[src/rtl/riscv_pkg.sv]
// rtl/riscv_pkg.sv - shared RV32I core constants and IF/ID control type
//
// Contents:
//   XLEN         datapath / PC width
//   RESET_PC     default PC loaded on reset
//   NOP_INSTR    bubble encoding (addi x0,x0,0)
//   PC_INC       sequential fetch increment
//   ifid_ctrl_e  per-cycle command for the IF/ID register
package riscv_pkg;

  localparam int unsigned XLEN      = 32;
  localparam logic [31:0] RESET_PC  = 32'h0000_0000;
  localparam logic [31:0] NOP_INSTR = 32'h0000_0013;
  localparam logic [31:0] PC_INC    = 32'd4;

  typedef enum logic [1:0] {
    IFID_HOLD   = 2'd0,
    IFID_LOAD   = 2'd1,
    IFID_SQUASH = 2'd2
  } ifid_ctrl_e;

endpackage

[src/rtl/fetch_ifid_stage_if.sv]
// rtl/fetch_ifid_stage_if.sv - fetch stage control, imem and IF/ID signal bundle
//
// Signals:
//   stall, flush, beq/bne/bge/blt, branch_target   hazard / EX inputs to fetch
//   imem_addr, imem_rdata                           instruction-memory port
//   ifid_pc, ifid_instr, ifid_valid                 IF/ID register contents
//   redirect                                        taken redirect this cycle
//   perf_redirects, perf_stalls                     only with FETCH_PERF_CNT_EN
// Modports:
//   slave   the fetch stage
//   master  the surrounding core / environment
interface fetch_ifid_stage_if #(
  parameter int unsigned XLEN = riscv_pkg::XLEN
);

  logic            stall;
  logic            flush;
  logic            beq;
  logic            bne;
  logic            bge;
  logic            blt;
  logic [XLEN-1:0] branch_target;
  logic [XLEN-1:0] imem_addr;
  logic [31:0]     imem_rdata;
  logic [XLEN-1:0] ifid_pc;
  logic [31:0]     ifid_instr;
  logic            ifid_valid;
  logic            redirect;
`ifdef FETCH_PERF_CNT_EN
  logic [31:0]     perf_redirects;
  logic [31:0]     perf_stalls;
`endif

  modport slave (
`ifdef FETCH_PERF_CNT_EN
    output perf_redirects,
    output perf_stalls,
`endif
    input  stall,
    input  flush,
    input  beq,
    input  bne,
    input  bge,
    input  blt,
    input  branch_target,
    output imem_addr,
    input  imem_rdata,
    output ifid_pc,
    output ifid_instr,
    output ifid_valid,
    output redirect
  );

  modport master (
`ifdef FETCH_PERF_CNT_EN
    input  perf_redirects,
    input  perf_stalls,
`endif
    output stall,
    output flush,
    output beq,
    output bne,
    output bge,
    output blt,
    output branch_target,
    input  imem_addr,
    output imem_rdata,
    input  ifid_pc,
    input  ifid_instr,
    input  ifid_valid,
    input  redirect
  );

endinterface

[src/rtl/fetch_ifid_stage_ifid_reg.sv]
// rtl/fetch_ifid_stage_ifid_reg.sv - IF/ID pipeline register with reset/squash/hold/load
//
// Ports:
//   clk, reset   clock, synchronous active-high reset
//   ctrl_i       HOLD keeps contents, LOAD captures pc_i/instr_i, SQUASH inserts a bubble
//   pc_i         PC of the word being fetched
//   instr_i      fetched instruction word
//   pc_o         registered PC
//   instr_o      registered instruction
//   valid_o      register holds a real instruction
module ifid_reg
  import riscv_pkg::*;
#(
  parameter int unsigned XLEN      = riscv_pkg::XLEN,
  parameter logic [31:0] NOP_INSTR = riscv_pkg::NOP_INSTR
) (
  input  logic            clk,
  input  logic            reset,
  input  ifid_ctrl_e      ctrl_i,
  input  logic [XLEN-1:0] pc_i,
  input  logic [31:0]     instr_i,
  output logic [XLEN-1:0] pc_o,
  output logic [31:0]     instr_o,
  output logic            valid_o
);

  logic [XLEN-1:0] pc_q, pc_d;
  logic [31:0]     instr_q, instr_d;
  logic            valid_q, valid_d;

  always_comb begin
    pc_d    = pc_q;
    instr_d = instr_q;
    valid_d = valid_q;
    unique case (ctrl_i)
      IFID_LOAD: begin
        pc_d    = pc_i;
        instr_d = instr_i;
        valid_d = 1'b1;
      end
      IFID_SQUASH: begin
        pc_d    = '0;
        instr_d = NOP_INSTR;
        valid_d = 1'b0;
      end
      default: ;
    endcase
  end

  always_ff @(posedge clk) begin
    if (reset) begin
      pc_q    <= '0;
      instr_q <= NOP_INSTR;
      valid_q <= 1'b0;
    end else begin
      pc_q    <= pc_d;
      instr_q <= instr_d;
      valid_q <= valid_d;
    end
  end

  assign pc_o    = pc_q;
  assign instr_o = instr_q;
  assign valid_o = valid_q;

endmodule

[src/rtl/fetch_ifid_stage.sv]
// rtl/fetch_ifid_stage.sv - RV32I instruction fetch stage with IF/ID register
//
// Ports:
//   clk, reset   clock, synchronous active-high reset
//   bus          fetch_ifid_stage_if.slave: stall/branch inputs, imem port, IF/ID outputs,
//                redirect, and perf counters when FETCH_PERF_CNT_EN is defined
// Configuration:
//   FETCH_PERF_CNT_EN  adds saturating perf_redirects / perf_stalls counters
// Next-cycle priority: reset > redirect > stall > advance.
module fetch_ifid_stage #(
  parameter int unsigned     XLEN      = riscv_pkg::XLEN,
  parameter logic [XLEN-1:0] RESET_PC  = XLEN'(riscv_pkg::RESET_PC),
  parameter logic [31:0]     NOP_INSTR = riscv_pkg::NOP_INSTR
) (
  input logic              clk,
  input logic              reset,
  fetch_ifid_stage_if.slave bus
);

  import riscv_pkg::*;

  logic [XLEN-1:0] pc_q, pc_d;
  logic            redirect;
  ifid_ctrl_e      ifid_ctrl;
  logic [XLEN-1:0] ifid_pc;
  logic [31:0]     ifid_instr;
  logic            ifid_valid;

  // A flush with no condition bit set is not a taken branch.
  assign redirect = bus.flush & (bus.beq | bus.bne | bus.bge | bus.blt);

  always_comb begin
    pc_d      = pc_q;
    ifid_ctrl = IFID_HOLD;
    if (redirect) begin
      // Targets are word aligned; low bits of the EX sum are dropped.
      pc_d      = bus.branch_target & ~XLEN'(3);
      ifid_ctrl = IFID_SQUASH;
    end else if (!bus.stall) begin
      pc_d      = pc_q + XLEN'(PC_INC);
      ifid_ctrl = IFID_LOAD;
    end
  end

  always_ff @(posedge clk) begin
    if (reset) begin
      pc_q <= RESET_PC;
    end else begin
      pc_q <= pc_d;
    end
  end

  ifid_reg #(
    .XLEN      (XLEN),
    .NOP_INSTR (NOP_INSTR)
  ) u_ifid_reg (
    .clk     (clk),
    .reset   (reset),
    .ctrl_i  (ifid_ctrl),
    .pc_i    (pc_q),
    .instr_i (bus.imem_rdata),
    .pc_o    (ifid_pc),
    .instr_o (ifid_instr),
    .valid_o (ifid_valid)
  );

  assign bus.imem_addr  = pc_q;
  assign bus.redirect   = redirect;
  assign bus.ifid_pc    = ifid_pc;
  assign bus.ifid_instr = ifid_instr;
  assign bus.ifid_valid = ifid_valid;

`ifdef FETCH_PERF_CNT_EN
  logic [31:0] perf_redirects_q, perf_redirects_d;
  logic [31:0] perf_stalls_q, perf_stalls_d;

  always_comb begin
    perf_redirects_d = perf_redirects_q;
    perf_stalls_d    = perf_stalls_q;
    if (redirect && (perf_redirects_q != 32'hFFFF_FFFF)) begin
      perf_redirects_d = perf_redirects_q + 32'd1;
    end
    // A stall overridden by a redirect does not count as a stall cycle.
    if (!redirect && bus.stall && (perf_stalls_q != 32'hFFFF_FFFF)) begin
      perf_stalls_d = perf_stalls_q + 32'd1;
    end
  end

  always_ff @(posedge clk) begin
    if (reset) begin
      perf_redirects_q <= '0;
      perf_stalls_q    <= '0;
    end else begin
      perf_redirects_q <= perf_redirects_d;
      perf_stalls_q    <= perf_stalls_d;
    end
  end

  assign bus.perf_redirects = perf_redirects_q;
  assign bus.perf_stalls    = perf_stalls_q;
`endif

endmodule

[src/flat_wrapper.sv]
// flat-port wrapper written by rule: the top's interface ports become plain ports
module fetch_ifid_stage_flat import riscv_pkg::*;
#(
  parameter int unsigned     XLEN      = riscv_pkg::XLEN,
  parameter logic [XLEN-1:0] RESET_PC  = XLEN'(riscv_pkg::RESET_PC),
  parameter logic [31:0]     NOP_INSTR = riscv_pkg::NOP_INSTR
)
  (clk, reset, bus_stall, bus_flush, bus_beq, bus_bne, bus_bge, bus_blt, bus_branch_target, bus_imem_addr, bus_imem_rdata, bus_ifid_pc, bus_ifid_instr, bus_ifid_valid, bus_redirect);
  fetch_ifid_stage_if #(.XLEN(XLEN)) bus_i ();
  input logic clk;
  input logic reset;
  input wire logic [$bits(bus_i.stall)-1:0] bus_stall;
  input wire logic [$bits(bus_i.flush)-1:0] bus_flush;
  input wire logic [$bits(bus_i.beq)-1:0] bus_beq;
  input wire logic [$bits(bus_i.bne)-1:0] bus_bne;
  input wire logic [$bits(bus_i.bge)-1:0] bus_bge;
  input wire logic [$bits(bus_i.blt)-1:0] bus_blt;
  input wire logic [$bits(bus_i.branch_target)-1:0] bus_branch_target;
  output wire logic [$bits(bus_i.imem_addr)-1:0] bus_imem_addr;
  input wire logic [$bits(bus_i.imem_rdata)-1:0] bus_imem_rdata;
  output wire logic [$bits(bus_i.ifid_pc)-1:0] bus_ifid_pc;
  output wire logic [$bits(bus_i.ifid_instr)-1:0] bus_ifid_instr;
  output wire logic [$bits(bus_i.ifid_valid)-1:0] bus_ifid_valid;
  output wire logic [$bits(bus_i.redirect)-1:0] bus_redirect;
  assign bus_i.stall = bus_stall;
  assign bus_i.flush = bus_flush;
  assign bus_i.beq = bus_beq;
  assign bus_i.bne = bus_bne;
  assign bus_i.bge = bus_bge;
  assign bus_i.blt = bus_blt;
  assign bus_i.branch_target = bus_branch_target;
  assign bus_imem_addr = bus_i.imem_addr;
  assign bus_i.imem_rdata = bus_imem_rdata;
  assign bus_ifid_pc = bus_i.ifid_pc;
  assign bus_ifid_instr = bus_i.ifid_instr;
  assign bus_ifid_valid = bus_i.ifid_valid;
  assign bus_redirect = bus_i.redirect;
  fetch_ifid_stage #(.XLEN(XLEN), .RESET_PC(RESET_PC), .NOP_INSTR(NOP_INSTR)) u_core (.clk(clk), .reset(reset), .bus(bus_i));
endmodule
[config.mk]
export PLATFORM = sky130hd
export DESIGN_NAME = fetch_ifid_stage_flat
export DESIGN_NICKNAME = d
export VERILOG_FILES = /design/src/rtl/riscv_pkg.sv /design/src/rtl/fetch_ifid_stage_if.sv /design/src/rtl/fetch_ifid_stage_ifid_reg.sv /design/src/rtl/fetch_ifid_stage.sv /design/src/flat_wrapper.sv
export SDC_FILE = /design/constraint.sdc
export NUM_CORES = 1
export LEC_CHECK = 0
export BUFFER_PORTS_ARGS = -buffer_cell sky130_fd_sc_hd__buf_2
export CAP_MARGIN = 30
export CORE_ASPECT_RATIO = 1.75
export CORE_MARGIN = 5
export CORE_UTILIZATION = 45
export DETAILED_ROUTE_END_ITERATION = 8
export PLACE_DENSITY = 0.77
export SLEW_MARGIN = 20
export SYNTH_ARGS = -nofsm -noshare
export SYNTH_HDL_FRONTEND = slang
export SYNTH_SLANG_ARGS = --single-unit
[constraint.sdc]
create_clock -name clk -period 4.57 [get_ports clk]
set_input_delay 0.6855 -clock clk [delete_from_list [all_inputs] [get_ports clk]]
set_output_delay 0.6855 -clock clk [all_outputs]
set_load 0.01 [all_outputs]
Word-level counts from Yosys, hierarchy flattened

Index checks and enable logic that the tools add are counted.

Bits of input ports: 72
Output and inout port bits: 98
Register bits after elaboration: 97
Word-level logic and storage cells: 22

Add/sub/neg operators: 1
Reduce and logical (&&, ||, !) cells: 2
Equal/unequal tests: 3
Muxes and demuxes: 7
Bitwise logic cells: 4

Operator list:

| operator                                               | count |
|---|---|
| one-hot mux 32 bit (2 select lines)                    | 2 |
| two-way mux 32 bit                                     | 2 |
| adder 32 x 3 -> 32 bit (second input constant)         | 1 |
| OR 1 bit                                               | 3 |
| equality test 2 x 1 -> 1 bit (second input constant)   | 1 |
| equality test 2 bit (second input constant)            | 1 |
| two-way mux 2 bit                                      | 1 |
| inequality test 2 x 1 -> 1 bit (second input constant) | 1 |
| one-hot mux 1 bit (2 select lines)                     | 1 |
| nonzero test 2 bit                                     | 1 |
| OR reduction 2 bit                                     | 1 |
| bitwise AND 1 bit                                      | 1 |
| two-way mux 1 bit                                      | 1 |

Depth between registers and ports, before layout

Depth after elaboration: 7
Mapped depth: 6
Depth with buffers taken out: 6

Modules after synthesis

Synthesis repeated with hierarchy kept, for this count alone.

Cell total of the unflattened synthesis: 513
Area, all modules: 4459.3 µm²

Modules (own cells, without submodules):

| module           | cells an instance | area an instance (µm²) | sequential area each (µm²) | times used |
|---|---|---|---|---|
| ifid_reg         | 294               | 2651.3                 | 1301.2                     | 1 |
| fetch_ifid_stage | 219               | 1808.0                 | 600.6                      | 1 |

Least setup slack after synthesis

No wires, ideal clock.

Path kind: input -> output
From: input bus_bne
To: output bus_redirect
Path buffers: 1
Data arrival time: 1.381 ns
Required time: 3.885 ns
Stages: 3
Path slack: 2.503 ns
Path through: o41ai_4 > inv_2 > clkbuf_1

Cells in the longest elaborated chain, start to end: 4

RTL lines:

| item                  | RTL line               | text |
|---|---|---|
| start: declaration    | flat_wrapper.sv:15     | `input wire logic [$bits(bus_i.bne)-1:0] bus_bne;` |
| OR 1 bit (3 in a row) | fetch_ifid_stage.sv:30 | `assign redirect = bus.flush & (bus.beq \| bus.bne \| bus.bge \| bus.blt);` |
| bitwise AND 1 bit     | fetch_ifid_stage.sv:30 |  |
| end: declaration      | flat_wrapper.sv:24     | `output wire logic [$bits(bus_i.redirect)-1:0] bus_redirect;` |

Every way passes these cells.

Worst setup path after layout

Ends and elaborated chain as after synthesis.

==> results.sh <==
export IMPL_status="finished clean"
export IMPL_slew_viol_final=0
export IMPL_diodes=0
export IMPL_max_vdd_ir_drop_mv=0.322
export IMPL_hold_depth=2
export IMPL_p_sw_mw=0.453
export IMPL_syn2layout_area_growth_pct=30.7
export IMPL_clk_path_buf_depth=2
export IMPL_pin_count=170
export IMPL_hold_viol=0
export IMPL_synth_top_area_share_pct=46.7
export IMPL_power_density_cell_area_nw_per_um2=375
export IMPL_power_leakage_nw=2.46
export IMPL_worstSetupStartpointType="input pin"
export IMPL_hold_end="u_core.u_ifid_reg.valid_o$_SDFFE_PP0P_"
export IMPL_crit_type="input pin to output pin"
export IMPL_syn_inst=413
export IMPL_worst_hold_path_type="flop to flop"
export IMPL_wl_microns=10500
export IMPL_r2r_slack_ps=2710
export IMPL_final_util_pct=60.1
export IMPL_rows=45
export IMPL_finalPower_mw=1.95
export IMPL_wl_per_cell_microns=15.4
export IMPL_rsz0062_at_grt="no"
export IMPL_hold_start="u_core.u_ifid_reg.valid_o$_SDFFE_PP0P_"
export IMPL_placedInstanceArea_sq_um=4870
export IMPL_start_util_pct=45.9
export IMPL_h_tree_depth=3
export IMPL_first_pass_iters=5
export IMPL_syn_area_sq_um=3980
export IMPL_grt_pass1_vias=3572
export IMPL_tns_ps=0
export IMPL_drive_gt1_share_pct=34.6
export IMPL_grt_overflow=0
export IMPL_place_congestion=0.802
export IMPL_crit_arrival_ps=2160
export IMPL_drc=0
export IMPL_grt_pass1_wl_microns=16800
export IMPL_track_usage_pct=19.5
export IMPL_post_cts_setup_buffers=0
export IMPL_final_period_utilization_pct=62.3
export IMPL_r2r_start="u_core.bus.imem_addr[2]$_SDFFE_PP0P_"
export IMPL_drtAntennaViolNets=0
export IMPL_tightest_slew_ps=852
export IMPL_syn_avg_cell_area_sq_um=9.65
export IMPL_yosysWarnings=0
export IMPL_synth_seq_cells=93
export IMPL_crit_path_end_kind="output pin"
export IMPL_synth_largest_area_cell="dfxtp_1"
export IMPL_rr_worst_depth=6
export IMPL_routed_via_count=3494
export IMPL_root_buffer="clkbuf_16"
export IMPL_grt_max_degree=51
export IMPL_via_per_inst=5.09
export IMPL_max_freq_ghz=0.351
export IMPL_fp_dieW_microns=81.1
export IMPL_relSlewSlack_pct=43.0
export IMPL_intPower_mw=1.50
export IMPL_io_buffers=163
export IMPL_core_sq_um=8670
export IMPL_crit_fanout=14
export IMPL_critPathRequiredTime_ps=3880
export IMPL_die_h_microns=134
export IMPL_antenna_found_initial=0
export IMPL_comb_power_share_pct=11.1
export IMPL_yosysUniqueCellTypes=41
export IMPL_postCtsResizedCells=0
export IMPL_die_area_sq_um=10900
export IMPL_tritoncts="yes"
export IMPL_yosysSeqAreaShare_pct=46.7
export IMPL_max_cap_violations=0
export IMPL_clock_sinks=93
export IMPL_p_clk_share_pct=43.3
export IMPL_fin_crit_ps=2850
export IMPL_synthTopCellsByArea="dfxtp_1, mux2i_1, nor2_1"
export IMPL_cts_buffers=9
export IMPL_path_clk_slew_ps=60
export IMPL_clk_latency_ps=330
export IMPL_hpwl_microns=7890
export IMPL_drt_iter0_markers=156
export IMPL_r2r_end="u_core.bus.imem_addr[26]$_SDFFE_PP0P_"
export IMPL_hold_buffers=0
export IMPL_sw_frac_of_total_pct=23.2
export IMPL_final_cell_area_sq_um=5210
export IMPL_finalNetCount=637
export IMPL_seq_power_share_pct=45.5
export IMPL_setup_viol_count_final=0
export IMPL_clock_skew_ps=6.68
-- final cells by class --
class	count	area (sq um)
Multi-Input combinational cell	291	1990
Sequential cell	93	1860
Inverter	3	11.3
Clock inverter	4	95.1
Clock buffer	12	246
Timing Repair Buffer	166	861
Fill cell	789	3460
Tap cell	117	146
-- cell families after synthesis --
kind of cell | count (synthesis) | share of synthesized area [%]
buffers and inverters | 32 | 3.77
multiplexers | 62 | 15.6
other | 1 | 0.0941
AND/OR/NAND/NOR | 156 | 20.3
flip-flops | 93 | 46.7
AO/OA/AOI/OAI | 44 | 7.95
XOR/XNOR | 24 | 5.28
adder cells (fa/ha/maj) | 1 | 0.314
-- sequential cells by signal, indices dropped and copies added, names as in the netlist --
signal	count
u_core.bus.imem_addr	30
u_core.u_ifid_reg.instr_o	32
u_core.u_ifid_reg.pc_o	30
u_core.u_ifid_reg.valid_o	1
-- cells in the final DEF, fill, tap and decap left out, types with 2 or more instances in the layout --
cell / netlist / routed
or3_1: 4 / 4
xnor2_1: 15 / 15
buf_2: 12 / 162
xor2_1: 9 / 9
buf_4: 4 / 3
nand2_1: 18 / 18
nor2b_1: 2 / 2
and4_1: 4 / 4
and3_1: 12 / 12
nand3_1: 13 / 13
nand4_1: 2 / 2
a21oi_1: 11 / 11
a211oi_1: 14 / 14
nor4_2: 2 / 2
mux2i_1: 62 / 62
o22ai_1: 7 / 7
nor4_1: 3 / 3
nor2_1: 81 / 81
conb_1: 1 / 4
a311oi_1: 4 / 4
nor3_2: 5 / 5
clkbuf_1: 13 / 2
inv_1: 2 / 2
bufinv_16: 0 / 3
clkbuf_16: 0 / 9
o21ai_0: 4 / 4
dfxtp_1: 93 / 93
-- layer usage --
metal / part of all wire [%] / vias to the layer above / wire length, microns / track usage (%)
met5: 0 / - / 0 / 0
met4: 3.1 / 0 / 331 / 9.12
met3: 6.7 / 25 / 706 / 5.01
met2: 53 / 128 / 5590 / 35.1
met1: 37 / 1608 / 3910 / 20.7
li1: - / 1733 / - / -
-- per-stage QoR --
stage | cells | worst slack, ps | hold slack, ps
floorplan | 416 | 2500 | 470
global placement | 669 | 1740 | 432
detailed placement | 670 | 1710 | 455
CTS | 686 | 1720 | 466
global route | 686 | 1630 | 485
finish | 686 | 1720 | 460
-- power groups by stage --
stage	combinational (mW)	sequential (mW)	clock, mW
floorplan	0.114	0.915	0
global placement	0.212	0.903	0
detailed placement	0.219	0.906	0
CTS	0.219	0.888	0.858
global route	0.240	0.894	0.890
finish	0.217	0.888	0.846
-- synthesized netlist by cell type --
| library cell | number |
|---|---|
| xnor2_1 | 15 |
| nand2_1 | 18 |
| o22ai_1 | 7 |
| a211oi_1 | 14 |
| nor2b_1 | 2 |
| nand3b_1 | 1 |
| nor3_2 | 5 |
| nor4_1 | 3 |
| inv_2 | 1 |
| nand3_1 | 13 |
| and4_1 | 4 |
| clkbuf_1 | 13 |
| and2_1 | 1 |
| or2_4 | 1 |
| xor2_1 | 9 |
| nor2_2 | 1 |
| ha_1 | 1 |
| buf_4 | 4 |
| nand2b_1 | 1 |
| nor4_2 | 2 |
| or3_4 | 1 |
| nand4_4 | 1 |
| nand3_4 | 1 |
| conb_1 | 1 |
| mux2i_1 | 62 |
| nand4_1 | 2 |
| o21a_1 | 1 |
| and3_1 | 12 |
| nand4b_1 | 1 |
| dfxtp_1 | 93 |
| a311oi_1 | 4 |
| nor2_1 | 81 |
| o41ai_4 | 1 |
| a311o_1 | 1 |
| a211oi_2 | 1 |
| buf_2 | 12 |
| inv_1 | 2 |
| o21ai_0 | 4 |
| nor4b_4 | 1 |
| or3_1 | 4 |
| a21oi_1 | 11 |
-- critical path, stage by stage --
cell and delay, ps:
buf_2 110, o41ai_4 810, inv_2 310, buf_2 240
-- how the worst max path moves through the flow --
stage	to	slack [ps]	start
2_1_floorplan	bus_redirect	2500	bus_bne
3_3_place_gp	bus_redirect	1740	bus_bne
3_5_place_dp	bus_redirect	1710	bus_bne
4_1_cts	bus_redirect	1720	bus_bne
5_1_grt	bus_redirect	1630	bus_bne
6_report	bus_redirect	1720	bus_bne
Power figures use the tool's default switching activity.
